## src/rtl/shift_sub_divider_pkg.sv

```systemverilog
// Shared types and the restoring-division step for shift_sub_divider.
// DIV_W: default operand width; the pipeline slot is sized from it.
// slot_t: one pipeline slot (valid, overflow, partial remainder, quotient,
//         remaining dividend bits, divisor).
// restoring_step: one compare/subtract step of restoring division.
package shift_sub_divider_pkg;

    localparam int unsigned DIV_W = 8;

    typedef struct packed {
        logic             valid;
        logic             overflow;
        logic [DIV_W-1:0] rem;
        logic [DIV_W-1:0] quo;
        logic [DIV_W-1:0] low;
        logic [DIV_W-1:0] divisor;
    } slot_t;

    typedef struct packed {
        logic [DIV_W-1:0] rem;
        logic             qbit;
    } step_t;

    // t is {partial remainder, next dividend bit}. Because the incoming
    // remainder is always below the divisor, the result fits in DIV_W bits.
    function automatic step_t restoring_step(input logic [DIV_W:0]   t,
                                             input logic [DIV_W-1:0] divisor);
        step_t res;
        if (t >= {1'b0, divisor}) begin
            res.rem  = DIV_W'(t - {1'b0, divisor});
            res.qbit = 1'b1;
        end else begin
            res.rem  = DIV_W'(t);
            res.qbit = 1'b0;
        end
        return res;
    endfunction

endpackage

```

## src/rtl/shift_sub_divider_stage.sv

```systemverilog
// One registered restoring-division stage.
// Ports:
//   clk, rst_n : clock, asynchronous active-low reset
//   prev       : slot from the previous stage (or the input slot for stage 0)
//   next       : registered slot after one shift/subtract step
// FIRST=1 marks stage 0, which also decides overflow for the slot.
module shift_sub_divider_stage
    import shift_sub_divider_pkg::*;
#(
    parameter bit FIRST = 1'b0
) (
    input  logic  clk,
    input  logic  rst_n,
    input  slot_t prev,
    output slot_t next
);

    slot_t nxt;
    step_t step;
    logic  ovf;

    always_comb begin
        // Stage 0 sees the dividend's upper half as its remainder; if that is
        // already >= divisor the quotient cannot fit (covers divisor == 0).
        ovf  = FIRST ? (prev.rem >= prev.divisor) : prev.overflow;
        step = restoring_step({prev.rem, prev.low[DIV_W-1]}, prev.divisor);

        nxt          = '0;
        nxt.valid    = prev.valid;
        nxt.overflow = ovf;
        nxt.divisor  = prev.divisor;
        nxt.low      = prev.low << 1;
        if (ovf) begin
            // Saturated result is carried through every stage so the final
            // register already holds the value to present.
            nxt.rem = '0;
            nxt.quo = '1;
        end else begin
            nxt.rem = step.rem;
            nxt.quo = (prev.quo << 1) | {{(DIV_W-1){1'b0}}, step.qbit};
        end
    end

    always_ff @(posedge clk or negedge rst_n) begin
        if (!rst_n) begin
            next <= '0;
        end else begin
            next <= nxt;
        end
    end

endmodule

```

## src/rtl/shift_sub_divider.sv

```systemverilog
// Fully pipelined restoring divider: 2W-bit dividend / W-bit divisor,
// one operation per cycle, fixed latency of W register stages.
// Ports:
//   i_clk, i_reset_n      : clock, asynchronous active-low reset
//   i_operands_valid      : operands present this cycle (always accepted)
//   i_dividend, i_divisor : unsigned operands
//   o_result_valid        : result fields valid
//   o_quotient/o_remainder: unsigned results (all-ones / zero on overflow)
//   o_overflow            : quotient does not fit, including divide by zero
// The slot width comes from the package; OPERAND_WIDTH must match DIV_W.
module shift_sub_divider
    import shift_sub_divider_pkg::*;
#(
    parameter int unsigned OPERAND_WIDTH = DIV_W
) (
    input  logic                       i_clk,
    input  logic                       i_reset_n,
    input  logic                       i_operands_valid,
    input  logic [2*OPERAND_WIDTH-1:0] i_dividend,
    input  logic [OPERAND_WIDTH-1:0]   i_divisor,
    output logic                       o_result_valid,
    output logic [OPERAND_WIDTH-1:0]   o_quotient,
    output logic [OPERAND_WIDTH-1:0]   o_remainder,
    output logic                       o_overflow
);

    slot_t head;
    slot_t pipe [DIV_W];

    always_comb begin
        head          = '0;
        head.valid    = i_operands_valid;
        head.rem      = i_dividend[2*DIV_W-1:DIV_W];
        head.low      = i_dividend[DIV_W-1:0];
        head.divisor  = i_divisor;
    end

    for (genvar k = 0; k < DIV_W; k++) begin : g_stage
        if (k == 0) begin : g_first
            shift_sub_divider_stage #(.FIRST(1'b1)) u_stage (
                .clk   (i_clk),
                .rst_n (i_reset_n),
                .prev  (head),
                .next  (pipe[k])
            );
        end else begin : g_rest
            shift_sub_divider_stage #(.FIRST(1'b0)) u_stage (
                .clk   (i_clk),
                .rst_n (i_reset_n),
                .prev  (pipe[k-1]),
                .next  (pipe[k])
            );
        end
    end

    assign o_result_valid = pipe[DIV_W-1].valid;
    assign o_quotient     = pipe[DIV_W-1].quo;
    assign o_remainder    = pipe[DIV_W-1].rem;
    assign o_overflow     = pipe[DIV_W-1].overflow;

endmodule

```

## config.mk

```make
export PLATFORM = sky130hd
export DESIGN_NAME = shift_sub_divider
export DESIGN_NICKNAME = d
export VERILOG_FILES = /design/src/rtl/shift_sub_divider_pkg.sv /design/src/rtl/shift_sub_divider_stage.sv /design/src/rtl/shift_sub_divider.sv
export SDC_FILE = /design/constraint.sdc
export NUM_CORES = 1
export LEC_CHECK = 0
export ABC_AREA = 1
export ABC_CLOCK_PERIOD_IN_PS = 1800
export CORE_AREA = 2 2 210 212
export CTS_BUF_LIST = sky130_fd_sc_hd__clkbuf_2 sky130_fd_sc_hd__clkbuf_4 sky130_fd_sc_hd__clkbuf_8
export CTS_CLUSTER_DIAMETER = 30
export DETAILED_ROUTE_END_ITERATION = 8
export DIE_AREA = 0 0 212 214
export HOLD_SLACK_MARGIN = 0.15
export PLACE_DENSITY = 0.43
export SLEW_MARGIN = 40
export SYNTH_ARGS = -nofsm -noshare
export SYNTH_HDL_FRONTEND = slang
export SYNTH_HIERARCHICAL = 1
export SYNTH_SLANG_ARGS = --single-unit
```

## constraint.sdc

```tcl
create_clock -name i_clk -period 1.8 [get_ports i_clk]
set_input_delay 0.27 -clock i_clk [delete_from_list [all_inputs] [get_ports i_clk]]
set_output_delay 0.27 -clock i_clk [all_outputs]
set_load 0.005 [all_outputs]
```

==> summary.md <==
| Metric | Value |
|---|---|
| Run status | `finished clean` |
| Min cycle time layout | `1.711 ns` |
| Final WL | `25190 µm` |
| I/O Buffers | `44` |
| Longest Clk Path Bufs | `2` |
| DRC violations left | `0` |
| Total GRT Usage | `0.1149` |
| Worst hold path stage count | `1` |
| Hold Path Origin | `i_operands_valid` |
| Sw Ratio | `0.4151` |
| Reg2reg start | `g_stage[0].g_first.u_stage/next[4]` |
| Die Wd | `212 µm` |
| # Max-Cap Violations | `0` |
| Startpoint types | `flop` |
| Psw | `approximately 7.4 mW` |
| Worst-Margin Slew | `0.5164 ns` |
| Synthesized area per cell | `8.488 µm²` |
| Critical Path AT | `2.11 ns` |
| Setup crit end | `g_stage[1].g_rest.u_stage/next[26]` |
| Final Wtd Congestion | `~0.83` |
| Yosys Warn Count | `6` |
| H-tree levels | `4` |
| Crit end category | `flop` |
| Nets | `1570` |
| RR Endpoint | `g_stage[1].g_rest.u_stage/next[26]` |
| Maximum VDD drop | `0.0004709 V` |
| Gr ovfl total | `0` |
| Cts bufs inserted | `17` |
| CTS Sinks | `200` |
| Most frequent cells in the layout | `nand2_1, inv_1, dfrtp_1, nor2_1, nand3_1` |
| RSZ-0062 raised after global routing | `true` |
| Initial antenna violation count | `0` |
| Crit path required time | `2.20 ns` |
| Flop pwr share | `0.326` |
| Highest routed layer | `met4` |
| Initial core utilization | `0.2561` |
| Max-slew violations | `0` |
| Synth Net Count | `1401` |
| Vias in the first global route | `8486` |
| Post-synthesis instance area | `10980 µm²` |
| Register area | `5006 µm²` |
| TritonRoute pass-1 iters | `4` |
| Routed len/inst | `between 10 and 15 µm` |
| Initial DRC count | `about 320` |
| Clock Power Share | `0.167` |
| Area Growth Syn to Fin | `26.17%` |
| Cells after Synth | `1294` |
| Clock skew | `0.01783 ns` |
| Clk slew on worst S/H paths | `0.11 ns` |
| First-pass GRT wire length | `41870 µm` |
| Vias | `roughly 8300` |
| Fin Setup TNS | `0 ns` |
| Multi-input combinational cell area | `~5400 µm²` |
| FP Rows | `between 70 and 80` |
| Critical path type | `flop to flop` |
| Wire length on met3 | `545 µm` |
| Final core occ | `0.3231` |
| Largest net degree at the start of global routing | `62` |
| Clock Root Buffer | `clkbuf_8` |
| Endpoints failing hold | `0` |
| Slew margin rel. | `0.6558` |
| Fraction of layout cells with a size suffix above 1 | `0.2398` |
| Core ar. | `about 43000 µm²` |
| CP Launch Point | `g_stage[0].g_first.u_stage/next[4]` |
| PD cells | `1290 nW/µm²` |
| Finish-stage setup viols | `0` |
| Crit share post-route | `0.9503` |
| Lkg Pwr | `roughly 7 nW` |
| Reg-to-reg slack, setup | `roughly 0.089 ns` |
| CTS tree | `built` |
| Cells on worst reg2reg path | `10` |
| Clock Latency Late Sink | `0.47 ns` |
| CP Max Fanout | `7` |
| Hold Crit Class | `input port to flop` |
| Antenna Nets Post-Route | `0` |
| Met2 wire length | `13000 µm` |
| Antenna diodes | `0` |
| Ports | `45` |
| Commonest non-fill, non-tap cell in the layout | `nand2_1` |
| DIE HEIGHT | `214 µm` |
| Fillers | `~4500` |
| HPWL Detailed | `around 20000 µm` |
| Vias/cell | `4.039` |
| Gate power share | `0.506` |
| Final Hold Slack | `0.2301 ns` |
| Met1 wire length | `11360 µm` |
| F_max | `0.5846 GHz` |
| Die ar. | `roughly 45000 µm²` |
| Int Pwr | `10.46 mW` |
registers in the layout (all words and copies together), names as in the netlist:
name / cells
g_stage.g_first.u_stage/next: 26
g_stage.g_rest.u_stage/next: 174
power groups by stage:
stage | Clock, mW | Combinational (mW) | Sequential, mW
floorplan | 0 | 5.99 | 5.72
global placement | 0 | 8.33 | 5.87
detailed placement | 0 | 8.33 | 5.88
CTS | 3.16 | 8.44 | 5.79
global route | 3.34 | 10.3 | 5.94
finish | 3.00 | 9.06 | 5.83
worst max-delay path, stage by stage, from the launching register on:
cell and delay, ns:
dfrtp_1 0.42, inv_2 0.09, ha_4 0.22, nand2_4 0.09
inv_1 0.05, nand2_2 0.09, nand3_4 0.11, a21oi_4 0.27
buf_6 0.15, nor2_1 0.04, nor2_1 0.12
worst min-delay path by stage:
stage / end
6_report: g_stage[0].g_first.u_stage/next[33]
5_1_grt: g_stage[0].g_first.u_stage/next[11]
4_1_cts: g_stage[0].g_first.u_stage/next[14]
3_5_place_dp: g_stage[3].g_rest.u_stage/next[1]
3_3_place_gp: g_stage[4].g_rest.u_stage/next[26]
2_1_floorplan: g_stage[0].g_first.u_stage/next[0]
per-stage QoR:
step | power (mW) | setup WS (ns) | instance area [µm²] | cells
after floorplan | 11.71 | 0.2641 | 10980 | 1294
after global placement | 14.21 | -0.3063 | 12870 | 2008
after detailed placement | 14.21 | -0.3523 | 12870 | 2008
after CTS | 17.39 | 0.001774 | 13370 | 2045
after global routing | 19.56 | -0.01654 | 13860 | 2061
final | 17.88 | 0.08940 | 13860 | 2061
metal layers:
metal	GRT usage	vias to the layer above
li1	-	4282
met1	0.1431	3922
met2	0.2045	98
met3	0.01979	22
met4	0.02817	0
met5	0	-
final cells by class:
type	count	share of cell area
clock buffer	17	0.01688
timing repair buffer	147	0.09499
clock inverter	15	0.01336
sequential	200	0.3613
inverter	270	0.07350
tap	585	0.05282
multi-input combinational	827	0.3872
what timing repair did:
item | 4_1_cts | 5_1_grt
resized for setup | 5 | 73
setup buffers | 3 | 13
setup endpoints to repair | 7 | 59
hold endpoints to repair | 76 | 0
hold buffers | 1 | 0
pin swaps | 1 | 25
cloned | 1 | 3
Note: power is estimated with default switching activity, not from simulation.
